==> config.mk <==
export PLATFORM = sky130hd
export DESIGN_NAME = alu_logic_sequencer
export DESIGN_NICKNAME = d
export VERILOG_FILES = /design/src/rtl/alu_pkg.sv /design/src/rtl/alu_flags.sv /design/src/rtl/alu_logic_sequencer.sv
export SDC_FILE = /design/constraint.sdc
export NUM_CORES = 1
export LEC_CHECK = 0
export ABC_AREA = 1
export CAP_MARGIN = 20
export CORE_UTILIZATION = 41
export DETAILED_ROUTE_END_ITERATION = 10
export GPL_TIMING_DRIVEN = 0
export HOLD_SLACK_MARGIN = 0.06
export PLACE_DENSITY = 0.74
export SYNTH_ARGS = -nofsm -noshare
export SYNTH_HDL_FRONTEND = slang
export SYNTH_SLANG_ARGS = --single-unit
==> constraint.sdc <==
create_clock -name clk -period 1.2 [get_ports clk]
set_input_delay 0.24 -clock clk [delete_from_list [all_inputs] [get_ports clk]]
set_output_delay 0.24 -clock clk [all_outputs]
set_load 0.01 [all_outputs]
==> src/rtl/alu_pkg.sv <==
// Shared definitions for the ALU logic-unit interface: the 16 logic opcodes and the sequencer state type.
package alu_pkg;

    // Opcode bit {lhs_bit, rhs_bit} is the truth-table output for that operand bit pair.
    localparam logic [3:0] ALU_ZERO         = 4'h0;
    localparam logic [3:0] ALU_NOR          = 4'h1;
    localparam logic [3:0] ALU_NLHS_AND_RHS = 4'h2;
    localparam logic [3:0] ALU_NOT_LHS      = 4'h3;
    localparam logic [3:0] ALU_LHS_AND_NRHS = 4'h4;
    localparam logic [3:0] ALU_NOT_RHS      = 4'h5;
    localparam logic [3:0] ALU_XOR          = 4'h6;
    localparam logic [3:0] ALU_NAND         = 4'h7;
    localparam logic [3:0] ALU_AND          = 4'h8;
    localparam logic [3:0] ALU_XNOR         = 4'h9;
    localparam logic [3:0] ALU_RHS          = 4'hA;
    localparam logic [3:0] ALU_NLHS_OR_RHS  = 4'hB;
    localparam logic [3:0] ALU_LHS          = 4'hC;
    localparam logic [3:0] ALU_LHS_OR_NRHS  = 4'hD;
    localparam logic [3:0] ALU_OR           = 4'hE;
    localparam logic [3:0] ALU_ONES         = 4'hF;

    typedef enum logic [2:0] {
        IDLE,
        SETUP,
        STROBE,
        CAPTURE,
        RESP
    } seq_state_t;

endpackage

==> src/rtl/alu_flags.sv <==
// Zero/negative flag generation for a WIDTH-bit result; shared by the logic and arithmetic paths.
module alu_flags #(
    parameter int WIDTH = 8
) (
    input  logic [WIDTH-1:0] i_value,
    output logic             o_zero,
    output logic             o_neg
);

    assign o_zero = (i_value == '0);
    assign o_neg  = i_value[WIDTH-1];

endmodule

==> src/rtl/alu_logic_sequencer.sv <==
// Initiator for the ALU logic unit: takes a request, holds operands for SETTLE_CYCLES, emits one
// alu_clk strobe, captures the unit's registered result and returns it with zero/negative flags.
module alu_logic_sequencer
    import alu_pkg::*;
#(
    parameter int WIDTH         = 8,
    parameter int SETTLE_CYCLES = 1
) (
    input  logic             clk,
    input  logic             reset,
    input  logic             req_valid,
    output logic             req_ready,
    input  logic [3:0]       req_op,
    input  logic [WIDTH-1:0] req_lhs,
    input  logic [WIDTH-1:0] req_rhs,
    output logic             rsp_valid,
    input  logic             rsp_ready,
    output logic [WIDTH-1:0] rsp_data,
    output logic             rsp_zero,
    output logic             rsp_neg,
    output logic [3:0]       alu_operation,
    output logic [WIDTH-1:0] alu_lhs,
    output logic [WIDTH-1:0] alu_rhs,
    output logic             alu_clk,
    input  logic [WIDTH-1:0] alu_result
);

    localparam int CNT_W = $clog2(SETTLE_CYCLES + 1);

    seq_state_t       r_state;
    seq_state_t       w_next_state;
    logic [CNT_W-1:0] r_cnt;
    logic             r_alu_clk;
    logic [3:0]       r_alu_op;
    logic [WIDTH-1:0] r_alu_lhs;
    logic [WIDTH-1:0] r_alu_rhs;
    logic [WIDTH-1:0] r_rsp_data;
    logic             w_req_ready;
    logic             w_rsp_valid;
    logic             w_accept;

    assign w_accept = req_valid && w_req_ready;

    // NOTE: sequential state uses non-blocking assignments so every register samples pre-edge values.
    always_ff @(posedge clk or posedge reset) begin
        if (reset) begin
            r_state <= IDLE;
        end else begin
            r_state <= w_next_state;
        end
    end

    // NOTE: the default assignment up front keeps this block free of inferred latches.
    always_comb begin
        w_next_state = r_state;
        case (r_state)
            IDLE:    if (req_valid) w_next_state = SETUP;
            SETUP:   if (r_cnt == '0) w_next_state = STROBE;
            STROBE:  w_next_state = CAPTURE;
            CAPTURE: w_next_state = RESP;
            RESP:    if (rsp_ready) w_next_state = req_valid ? SETUP : IDLE;
            default: w_next_state = IDLE;
        endcase
    end

    // A new request is taken in the same cycle the current response is consumed.
    always_comb begin
        w_req_ready = 1'b0;
        w_rsp_valid = 1'b0;
        case (r_state)
            IDLE: w_req_ready = 1'b1;
            RESP: begin
                w_rsp_valid = 1'b1;
                w_req_ready = rsp_ready;
            end
            default: ;
        endcase
    end

    always_ff @(posedge clk or posedge reset) begin
        if (reset) begin
            r_cnt      <= '0;
            r_alu_clk  <= 1'b0;
            r_alu_op   <= '0;
            r_alu_lhs  <= '0;
            r_alu_rhs  <= '0;
            r_rsp_data <= '0;
        end else begin
            // Strobe is registered from the next state so the unit sees a glitch-free clock.
            r_alu_clk <= (w_next_state == STROBE);
            if (w_accept) begin
                r_cnt     <= CNT_W'(SETTLE_CYCLES - 1);
                r_alu_op  <= req_op;
                r_alu_lhs <= req_lhs;
                r_alu_rhs <= req_rhs;
            end else if ((r_state == SETUP) && (r_cnt != '0)) begin
                r_cnt <= r_cnt - CNT_W'(1);
            end
            if (r_state == CAPTURE) begin
                r_rsp_data <= alu_result;
            end
        end
    end

    alu_flags #(
        .WIDTH (WIDTH)
    ) u_alu_flags (
        .i_value (r_rsp_data),
        .o_zero  (rsp_zero),
        .o_neg   (rsp_neg)
    );

    assign req_ready     = w_req_ready;
    assign rsp_valid     = w_rsp_valid;
    assign rsp_data      = r_rsp_data;
    assign alu_operation = r_alu_op;
    assign alu_lhs       = r_alu_lhs;
    assign alu_rhs       = r_alu_rhs;
    assign alu_clk       = r_alu_clk;

endmodule

==> metrics.md <==
| Metric | Value |
|---|---|
| Status | `complete, but fails checks` |
| Violated checks | `setup timing` |
| Row cnt | `21` |
| Post-Syn Instances | `roughly 170` |
| Worst-Margin Slew | `between 400 and 500 ps` |
| Wire length per cell | `12.5 um` |
| Setup CP Type | `reg -> out` |
| Critical path launch point type | `flip-flop` |
| Design area | `approximately 2500 um2` |
| GRT busiest layer | `met2` |
| Max-slew violations | `0` |
| Worst-path clk slew | `~110 ps` |
| Pre-CTS setup slack | `-817 ps` |
| GPL Wtd Cong | `a little over 0.7` |
| Commonest non-fill, non-tap cells in the layout | `57 x nand2_1, 31 x dfrtp_1, 31 x clkdlybuf4s50_1` |
| Tmin final | `between 1000 and 1500 ps` |
| Area growth syn-to-layout | `71.5%` |
| Skew-Pair Late Insertion Delay | `between 300 and 400 ps` |
| Initial Utilization | `0.435` |
| Cell total after placement | `between 200 and 300` |
| Crit path max fanout | `3` |
| Slew Limit Headroom | `0.692` |
| Bufs on Longest Clock Path | `2` |
| Commonest non-fill, non-tap cell in the layout | `nand2_1` |
| All-layer global routing usage | `0.209` |
| H-Tree Depth | `2` |
| Worst Skew | `between 10 and 15 ps` |
| R2R setup slack | `-110 ps` |
| GR Util met1 | `0.246` |
| TritonCTS Buffers | `5` |
| Critical Path RT | `between 900 and 1000 ps` |
| Met3 usage | `0.0790` |
| Max VDD drop | `~1.3 mV` |
| Share of the yosys chip area belonging to registers | `0.556` |
| R2r endpoint | `alu_operation[1]` |
| Power per cell area | `around 2500 nW/um2` |
| Core area | `roughly 3400 um2` |
| Peak Freq | `between 600 and 700 MHz` |
| First-pass GRT wire length | `~6.3 mm` |
| Clk root buf | `clkbuf_4` |
| Die X-Extent | `approximately 62 um` |
| Number of synthesized register bits | `33` |
| YS warnings | `0` |
| Critical path capture point type | `output pin` |
| Full die area | `roughly 3900 um2` |
| # port buffers | `64` |
| Reg2Reg Depth | `7` |
| Total power | `6350 uW` |
| DR iter-0 viols | `85` |
| Placed Instance Area | `~2200 um2` |
| DRC viols | `0` |
| Layout cells sized above 1 | `0.386` |
| Crit Reg-Reg Startpoint | `r_state[1]` |
| Finish-stage setup viols | `32` |
| Met2 Use GR | `0.353` |
| DRT antenna net count | `0` |
| Detail Placement HPWL | `between 2 and 2.5 mm` |
| Post-Syn Area | `between 1000 and 1500 um2` |
| CTS tree | `built` |
| Total congestion overflow | `0` |
| Library cells used by synthesis | `16` |
| First-pass DRT Iterations | `4` |
| Fillers | `roughly 280` |
| Via-per-instance ratio | `about 4.7` |
| Non-Filler Instances | `about 320` |
| I/O pin total | `65` |
| Total leakage power | `approximately 0.0014 uW` |
| DRT Wirelength | `between 4 and 5 mm` |
| Syn_area_per_cell | `between 8 and 9 um2` |
| PnR worst setup slack | `-269 ps` |
| Critical path arrival | `1230 ps` |
| Final nets | `just over 300` |
| Vias in the first global route | `1430` |
| Vias | `1511` |
| Util after Layout | `0.746` |
| RSZ-0062 raised after global routing | `yes` |
| Syn Nets | `198` |
| Die height | `around 62 um` |
| Final hold vios | `0` |
| Period utilisation layout | `1.22` |
| Worst hold path class | `in -> async` |
| CTS sink cnt | `33` |
| Pin count of the biggest net entering global routing | `25` |
| Max-capacitance violation count | `0` |
| Antenna Cells | `0` |
| Antenna violations before repair | `0` |
## through the flow
step / hold WS (ps) / setup TNS (ps)
6_report: 187 / -3030
5_1_grt: 227 / -4810
4_1_cts: 204 / -985
3_5_place_dp: 460 / -7540
3_3_place_gp: 452 / -24860
2_1_floorplan: 369 / 0
## sequential cells by signal, indices dropped and copies added, names as in the netlist
| register | cells |
|---|---|
| r_cnt | 1 |
| r_state | 3 |
| alu_lhs | 8 |
| rsp_data | 8 |
| alu_clk | 1 |
| alu_rhs | 8 |
| alu_operation | 4 |
## report_power, final
group          internal [uW]  switching (uW)
clock network            223             385
logic                   2070            1690
registers               1630             350
## worst max path at each step
stage,from,endpoint,slack (ps),cells past startpoint
after floorplan,r_state[1],req_ready,40,4
after global placement,rsp_ready,req_ready,-820,7
after detailed placement,rsp_ready,req_ready,-820,7
after CTS,r_state[0],req_ready,-260,5
after global routing,r_state[1],req_ready,-310,5
final,r_state[1],req_ready,-270,5
## routing by layer
| metal | up-vias | share of wire |
|---|---|---|
| met2 | 44 | 0.50 |
| li1 | 754 | - |
| met1 | 707 | 0.42 |
| met3 | 6 | 0.070 |
| met5 | - | 0 |
| met4 | 0 | 0.012 |
## area by class of cell
cell class                 instances  area, um2  area share
timing repair buffer             103        902       0.354
sequential                        33        828       0.325
multi-input combinational        108        557       0.218
buffer                            10       96.3      0.0378
tap                               46       57.6      0.0226
inverter                          15       56.3      0.0221
clock buffer                       6       41.3      0.0162
clock inverter                     2       10.0     0.00393
## critical path: stages, from the launching register on
cell and delay (ps):
dfrtp_2 470, nor2_4 130, buf_6 100, nand2_2 30, inv_1 40, buf_2 110
## synth_stat cells
cell type,instances,area share
nand3_4,1,0.012
nand2_1,60,0.15
nand3_1,3,0.010
clkbuf_1,2,0.0051
buf_4,3,0.015
o21ai_0,2,0.0067
inv_1,15,0.038
nand4_1,20,0.084
nand3_2,1,0.0067
nor3_1,1,0.0034
buf_6,3,0.023
nor2_4,1,0.0076
o21ai_2,8,0.047
buf_2,2,0.0067
dfrtp_1,33,0.56
nor2_1,11,0.028
## cell families (layout without fill, tap and decap cells)
logic type | Yosys count | after routing | synth area share
buffers and inverters | 25 | 136 | 0.0875
flip-flops | 33 | 33 | 0.556
AO/OA/AOI/OAI | 10 | 10 | 0.0539
AND/OR/NAND/NOR | 98 | 98 | 0.303
## timing repair
action                     4_1_cts  5_1_grt
hold buffers                     0        0
setup endpoints to repair       44       46
resized for setup              139       24
buffers inserted                27       16
pin swaps                        6        4
gates cloned                     0        1
(Power assumes the default switching activity.)
